==> config.mk <==
export PLATFORM = sky130hd
export DESIGN_NAME = icache_miss_handler
export DESIGN_NICKNAME = d
export VERILOG_FILES = /design/src/rtl/icache_miss_handler.sv
export SDC_FILE = /design/constraint.sdc
export NUM_CORES = 1
export LEC_CHECK = 0
export BUFFER_PORTS_ARGS = -buffer_cell sky130_fd_sc_hd__buf_4
export CORE_AREA = 5 5 476 478
export CTS_BUF_LIST = sky130_fd_sc_hd__clkbuf_2 sky130_fd_sc_hd__clkbuf_4 sky130_fd_sc_hd__clkbuf_8
export DETAILED_ROUTE_END_ITERATION = 10
export DIE_AREA = 0 0 481 483
export GPL_TIMING_DRIVEN = 1
export RECOVER_POWER = 25
export SLEW_MARGIN = 15
export SYNTH_ARGS = -nofsm -noshare
export SYNTH_HDL_FRONTEND = slang
export SYNTH_SLANG_ARGS = --single-unit
==> constraint.sdc <==
create_clock -name clk -period 2.2 [get_ports clk]
set_input_delay 0.11 -clock clk [delete_from_list [all_inputs] [get_ports clk]]
set_output_delay 0.11 -clock clk [all_outputs]
set_load 0.01 [all_outputs]
==> src/rtl/icache_miss_handler.sv <==
// Single-entry icache miss handler: issues one L2 line read per F2 miss, waits for the
// matching response (re-issuing on timeout) and hands the line to the icache fill path.
module icache_miss_handler #(
  parameter int CACHE_LINE = 512,
  parameter int ADDR_SZ    = 32,
  parameter int TIMEOUT    = 255
) (
  input  logic                  clk,
  input  logic                  rst,
  input  logic                  f2_miss_valid,
  input  logic [ADDR_SZ-1:0]    f2_miss_p_addr,
  input  logic [ADDR_SZ-1:0]    f2_miss_v_addr,
  input  logic                  f2_redirect,
  output logic                  mh_busy,
  output logic [2:0]            icache_l2_op,
  output logic [ADDR_SZ-1:0]    icache_l2_addr,
  input  logic                  l2_icache_ready,
  input  logic [2:0]            l2_icache_op,
  input  logic [ADDR_SZ-1:0]    l2_icache_addr,
  input  logic [CACHE_LINE-1:0] l2_icache_data,
  input  logic [3:0]            l2_icache_state,
  output logic                  fill_valid,
  output logic [ADDR_SZ-1:0]    fill_p_addr,
  output logic [ADDR_SZ-1:0]    fill_v_addr,
  output logic [CACHE_LINE-1:0] fill_data,
  output logic [3:0]            fill_state,
  output logic                  fill_replay,
  output logic [3:0]            retry_cnt
);

  localparam int OFS = $clog2(CACHE_LINE / 8);
  localparam int TW  = $clog2(TIMEOUT + 1);

  localparam logic [1:0] IDLE = 2'd0;
  localparam logic [1:0] REQ  = 2'd1;
  localparam logic [1:0] WAIT = 2'd2;
  localparam logic [1:0] FILL = 2'd3;

  localparam logic [2:0] OP_NOP = 3'd0;
  localparam logic [2:0] OP_R   = 3'd1;

  localparam logic [ADDR_SZ-1:0] LINE_MASK = ~(ADDR_SZ'((64'd1 << OFS) - 64'd1));

  logic [1:0]            state_q, state_d;
  logic [ADDR_SZ-1:0]    line_addr_q, line_addr_d;
  logic [ADDR_SZ-1:0]    v_addr_q, v_addr_d;
  logic                  cancel_q, cancel_d;
  logic                  first_q, first_d;
  logic [TW-1:0]         timer_q, timer_d;
  logic [3:0]            retry_q, retry_d;
  logic [ADDR_SZ-1:0]    fill_p_q, fill_p_d;
  logic [ADDR_SZ-1:0]    fill_v_q, fill_v_d;
  logic [CACHE_LINE-1:0] fill_data_q, fill_data_d;
  logic [3:0]            fill_state_q, fill_state_d;
  logic                  resp_match;

  // Only the line-number bits take part in the response match.
  assign resp_match = (l2_icache_op == OP_R) &&
                      (((l2_icache_addr ^ line_addr_q) & LINE_MASK) == '0);

  always_comb begin
    state_d      = state_q;
    line_addr_d  = line_addr_q;
    v_addr_d     = v_addr_q;
    cancel_d     = cancel_q;
    first_d      = first_q;
    timer_d      = timer_q;
    retry_d      = retry_q;
    fill_p_d     = fill_p_q;
    fill_v_d     = fill_v_q;
    fill_data_d  = fill_data_q;
    fill_state_d = fill_state_q;
    case (state_q)
      IDLE: begin
        if (f2_miss_valid && !f2_redirect) begin
          state_d     = REQ;
          line_addr_d = f2_miss_p_addr & LINE_MASK;
          v_addr_d    = f2_miss_v_addr;
          cancel_d    = 1'b0;
          first_d     = 1'b1;
          timer_d     = '0;
          retry_d     = 4'd0;
        end
      end
      REQ: begin
        if (l2_icache_ready) begin
          state_d = WAIT;
          timer_d = '0;
          first_d = 1'b0;
          if (f2_redirect) cancel_d = 1'b1;
        end else if (f2_redirect) begin
          // Nothing has reached L2 yet on the first issue, so the miss can simply be dropped.
          if (first_q) state_d = IDLE;
          else         cancel_d = 1'b1;
        end
      end
      WAIT: begin
        timer_d = timer_q + TW'(1);
        if (f2_redirect) cancel_d = 1'b1;
        if (resp_match) begin
          state_d      = FILL;
          fill_p_d     = line_addr_q;
          fill_v_d     = v_addr_q;
          fill_data_d  = l2_icache_data;
          fill_state_d = l2_icache_state;
        end else if (timer_q == TW'(TIMEOUT - 1)) begin
          state_d = REQ;
          if (retry_q != 4'hf) retry_d = retry_q + 4'd1;
        end
      end
      default: state_d = IDLE;
    endcase
  end

  always_ff @(posedge clk or negedge rst) begin
    if (!rst) begin
      state_q      <= IDLE;
      line_addr_q  <= '0;
      v_addr_q     <= '0;
      cancel_q     <= 1'b0;
      first_q      <= 1'b0;
      timer_q      <= '0;
      retry_q      <= 4'd0;
      fill_p_q     <= '0;
      fill_v_q     <= '0;
      fill_data_q  <= '0;
      fill_state_q <= 4'd0;
    end else begin
      state_q      <= state_d;
      line_addr_q  <= line_addr_d;
      v_addr_q     <= v_addr_d;
      cancel_q     <= cancel_d;
      first_q      <= first_d;
      timer_q      <= timer_d;
      retry_q      <= retry_d;
      fill_p_q     <= fill_p_d;
      fill_v_q     <= fill_v_d;
      fill_data_q  <= fill_data_d;
      fill_state_q <= fill_state_d;
    end
  end

  assign mh_busy        = (state_q != IDLE);
  assign icache_l2_op   = (state_q == REQ) ? OP_R : OP_NOP;
  assign icache_l2_addr = line_addr_q;
  assign fill_valid     = (state_q == FILL);
  assign fill_replay    = fill_valid & ~cancel_q & ~f2_redirect;
  assign fill_p_addr    = fill_p_q;
  assign fill_v_addr    = fill_v_q;
  assign fill_data      = fill_data_q;
  assign fill_state     = fill_state_q;
  assign retry_cnt      = retry_q;

endmodule

Word-level counts from Yosys, hierarchy flattened:

Index checks and enable logic that the tools add are counted.

* bits in registers: 648
* output and inout bits: 622

* add/subtract/negate cells: 2
* reduce and logical (&&, ||, !) cells: 16
* muxes and demuxes: 25
* eq/ne operators: 15
* bitwise gates (word level): 5

Operator list (count)
* 32-bit zero test: 1
* 32-bit bitwise XOR: 1
* 8-bit case mux with 3 select lines: 1
* 4-bit two-way mux: 4
* 8-bit two-way mux: 2
* 2-bit two-way mux: 6
* 3-bit != test, second input constant: 4
* 2-bit != test, second input constant: 5
* 8-bit by 1-bit adder with 8-bit output, second input constant: 1
* 8-bit equality test, second input constant: 1
* 1-bit two-way mux: 8
* 4-bit case mux with 2 select lines: 1
* 4-bit AND reduction: 2
* 2-bit case mux with 3 select lines: 1
* 3-bit AND reduction: 2
* 2-bit nonzero test: 3
* 5-bit AND reduction: 1
* 4-bit by 1-bit adder with 4-bit output, second input constant: 1
* 2-bit equality test, second input constant: 2
* 4-bit != test, second input constant: 1
* 2-bit AND reduction: 2
* 3-bit by 1-bit equality test with 1-bit output, second input constant: 1
* 1-bit case mux with 3 select lines: 1
* 3-bit nonzero test: 1
* other kinds (7): 10

Depth between registers and ports, before layout:

* depth in word-level cells: 5
* depth in mapped cells: 9

Worst setup path before layout:

Ideal clock, no wire load.

* path type: reg-to-reg
* start point: reg state_q[0]
* end point: reg line_addr_q[22], in the netlist icache_l2_addr[22]
* required time: 2.075 ns
* path slack: -0.069 ns
* period minus slack after synthesis: 2.269 ns
* stages on the path, launching flop included: 9
* arrival time: 2.144 ns
* cells stage by stage: dfrtp_1 > inv_1 > ha_1 > inv_1 > or2_2 > clkbuf_1 > buf_1 > buf_1 > mux2_2

* longest elaborated chain between the ends: 2

Ends and longest elaborated chain
* start, declared: line 44 `logic [1:0] state_q, state_d;`
* start signal, assigned: line 129 `state_q <= state_d;`
* 2-bit zero test: line 73 `case (state_q)`
* 2-bit AND reduction (no source line)
* end signal, assigned: line 130 `line_addr_q <= line_addr_d;`
* end, declared: line 45 `logic [ADDR_SZ-1:0] line_addr_q, line_addr_d;`

Every way passes these cells.
A chain may end at the register's enable or synchronous reset.

Worst setup path after layout:

* start point: reg line_addr_q[21], in the netlist icache_l2_addr[21]
* end point: reg fill_data_q[382], in the netlist fill_data[382]

* longest elaborated chain between the ends: 4

Ends and longest elaborated chain
* 32-bit bitwise XOR: line 59 `(((l2_icache_addr ^ line_addr_q) & LINE_MASK) == '0);`
* 32-bit zero test: line 59
* 1-bit logical AND: line 58 `assign resp_match = (l2_icache_op == OP_R) &&`
* 2-bit AND reduction (no source line)
* end signal, assigned: line 138 `fill_data_q <= fill_data_d;`
* end, declared: line 53 `logic [CACHE_LINE-1:0] fill_data_q, fill_data_d;`

Every way passes these cells.

==> reports/metrics.csv <==
metric;value;unit
syn_to_final_growth;111.2;%
vdd_drop_max;0.6671;mV
initial_utilization;11.34;%
finalMaxSlewViolations;23;
holdCritPathClass;input port to flip-flop;
fin_ws;-0.5040;ns
ys.flop_type;dfrtp_1;
final_core_util;23.94;%
path_class;flip-flop to flip-flop;
gp_congestion;0.9316;
yosysTopAreaCell;dfrtp_1;
fp-row-count;173;
cts.clk_slew.worst_paths;0.07;ns
synth_edf_count;0;
drc;0;
failed_checks;capacitance limit, slew limit, setup timing;
cts_root_buf;clkbuf_8;
vias_per_cell;3.368;
slowest_delay;0.40;ns
synth-seq-cells;648;
hold_viol;0;
synth.distinct_cells;42;
finalSetupViolations;578;
power_leakage;25.82;nW
rsz0062_at_grt;yes;
antenna_left;0;
dieArea;232300;um2
critPathArrivalTime;3.42;ns
grt_usage;14.35;%
cp.required;2.92;ns
htreeDepth;3;
nNetsFinal;4576;
cts_max_path_buffers;3;
antenna_found_initial;155;
p_per_area;629.3;nW/um2
fin_skew;0.09425;ns
fin_crit;2.704;ns
clock-sinks;648;
drt_first_pass_iters;5;
finalPower;0.03336;W
gr-total-overflow;0;
tns;-238.46;ns
path_cells;xor2_2 > nor4_4 > buf_4 > nand3_4 > nor3_4 > buf_12 > buf_16 > buf_12 > clkbuf_16 > mux2_4;
drtIter0Drc;1080;
crit_path_max_fanout;8;
hpwl;139.4;mm
syn_inst;1506;
clk_latency;0.89;ns
port-buffer-count;1215;
die_height;483;um
drive_above_1_share;54.97;%
tightest_slew;1.567;ns
ys_warn_count;0;
first_global_vias;25829;
postSynth.asyncResetShare;100.0;%
mappedNetlistArea;25100;um2
coreArea;221400;um2
pin_count;1242;
num-fill-cells;22961;
yosysTopAreaCellShare;64.60;%
cts_buffers;121;
slew_headroom;-4.445;%
crit_path_start_kind;flip-flop;
avgSynthCellArea;16.67;um2
die_x;481;um
critPathMostFrequentCell;buf_12;
ys_seq_area_share;64.60;%
grt_max_degree;66;
min_period_over_period;122.9;%
crit_path_end_kind;flip-flop;
via_count;23831;
status;finished, violations left;
grt_pass1_wl;228.3;mm
cp_slowest_cell;dfrtp_1;
max_freq;369.8;MHz
totalWireLength;178.6;mm
routedWlPerCell;25.24;um
cap_viol_max_count;1;
cts_tree;yes;
synthTopCellsByArea;dfrtp_1 (65%), mux2_2 (28%), buf_6 (2.7%), xor2_1 (0.94%), buf_4 (0.42%);
==> flip-flops by register name, indices dropped and copies added, names as in the netlist <==
signal and count:
icache_l2_addr 26, state_q 2, cancel_q 1, fill_data 512, first_q 1, fill_v_addr 32
fill_p_addr 26, retry_cnt 4, timer_q 8, fill_state 4, v_addr_q 32
==> synth_stat cells (all sizes together) (2+ instances only) <==
library cell  instances
a21oi                 5
a221o                 2
a31oi                 3
buf                  83
clkbuf                3
dfrtp               648
ha                    7
inv                   7
mux2                632
mux2i                 3
nand2                20
nand3                 6
nand4                 4
nor2                  7
nor3                  7
nor4                 11
o21ai                 8
o31ai                 3
or2                   2
xor2                 27
==> stage by stage <==
stage	setup WS [ns]	hold slack, ns	cell area [um2]	cells
after floorplan	0.004157	-0.1856	25150	1519
after global placement	-0.8206	0.1677	38510	5756
after detailed placement	-0.8781	0.1758	38510	5756
after CTS	-0.6545	0.0008076	51910	6998
after global routing	-0.6239	0.02877	52960	7055
final	-0.5040	0.1274	53010	7075
==> where the power goes <==
part           internal [W]  switching, W
clock               0.00821       0.00585
sequential           0.0125      0.000392
combinational       0.00364       0.00275
==> cell families after synthesis <==
logic type | Yosys count | share of synthesized area (%)
buffers and inverters | 94 | 3.449
and+or+nand+nor | 63 | 1.306
other | 1 | 0.01494
xor gates and xnor gates | 28 | 0.9770
adders and majority gates | 7 | 0.3489
DFF | 648 | 64.60
muxes | 635 | 28.47
AOI/OAI and AO/OA | 30 | 0.8276
==> worst paths after layout <==
check | from | slack (ns) | end | cells past startpoint
min reg2reg | v_addr_q[6] | 0.50 | fill_v_addr[6] | 1
max in group asynchronous | rst | 0.15 | fill_data[161] | 4
max | icache_l2_addr[21] | -0.50 | fill_data[382] | 10
min in group asynchronous | rst | 0.94 | cancel_q | 3
min | l2_icache_data[389] | 0.13 | fill_data[389] | 3
max reg2reg | icache_l2_addr[21] | -0.50 | fill_data[382] | 10
==> layout by cell type (no fill, tap or decap), drive strengths merged, types with 7 or more instances in the layout <==
master,count
mux2,632
clkbuf,219
conb,14
nor2,7
ha,7
clkinv,16
bufinv,11
nor4,11
nor3,7
xor2,27
buf,1343
diode,56
inv,11
nand2,20
dlygate4sd3,1014
dfrtp,648
o21ai,8
==> worst max-delay path: cells and delay by family (launching register included) <==
family,cells,cell delay [ns]
DFF,1,0.40
buffers and inverters,5,0.93
xor gates and xnor gates,1,0.17
and+or+nand+nor,3,0.68
muxes,1,0.31
==> routing by layer <==
layer	vias to the layer above	global-route usage, %	share of wire, %
met5	-	0	0.29
met4	80	6.674	5.2
met3	391	6.592	11
met2	1365	22.90	45
met1	11666	16.30	38
li1	10329	-	-
==> area by class of cell <==
cell class	count	area (um2)	share of cell area [%]
tap	2975	3722	7.022
inverter	8	30.03	0.05665
multi-input combinational	777	8608	16.24
clock buffer	183	2369	4.468
sequential	648	16220	30.59
antenna	56	140.1	0.2644
timing repair buffer	2393	21380	40.34
clock inverter	35	540.5	1.020
==> timing repair <==
action / CTS / global route
pin swaps: 2 / 3
hold buffers: 1015 / 0
gates cloned: 5 / 18
setup endpoints to repair: 581 / 583
endpoints found under the hold margin: 1238 / 0
gates resized for setup: 26 / 174
setup buffers: 4 / 4
Note: power is estimated with default switching activity, not from simulation.
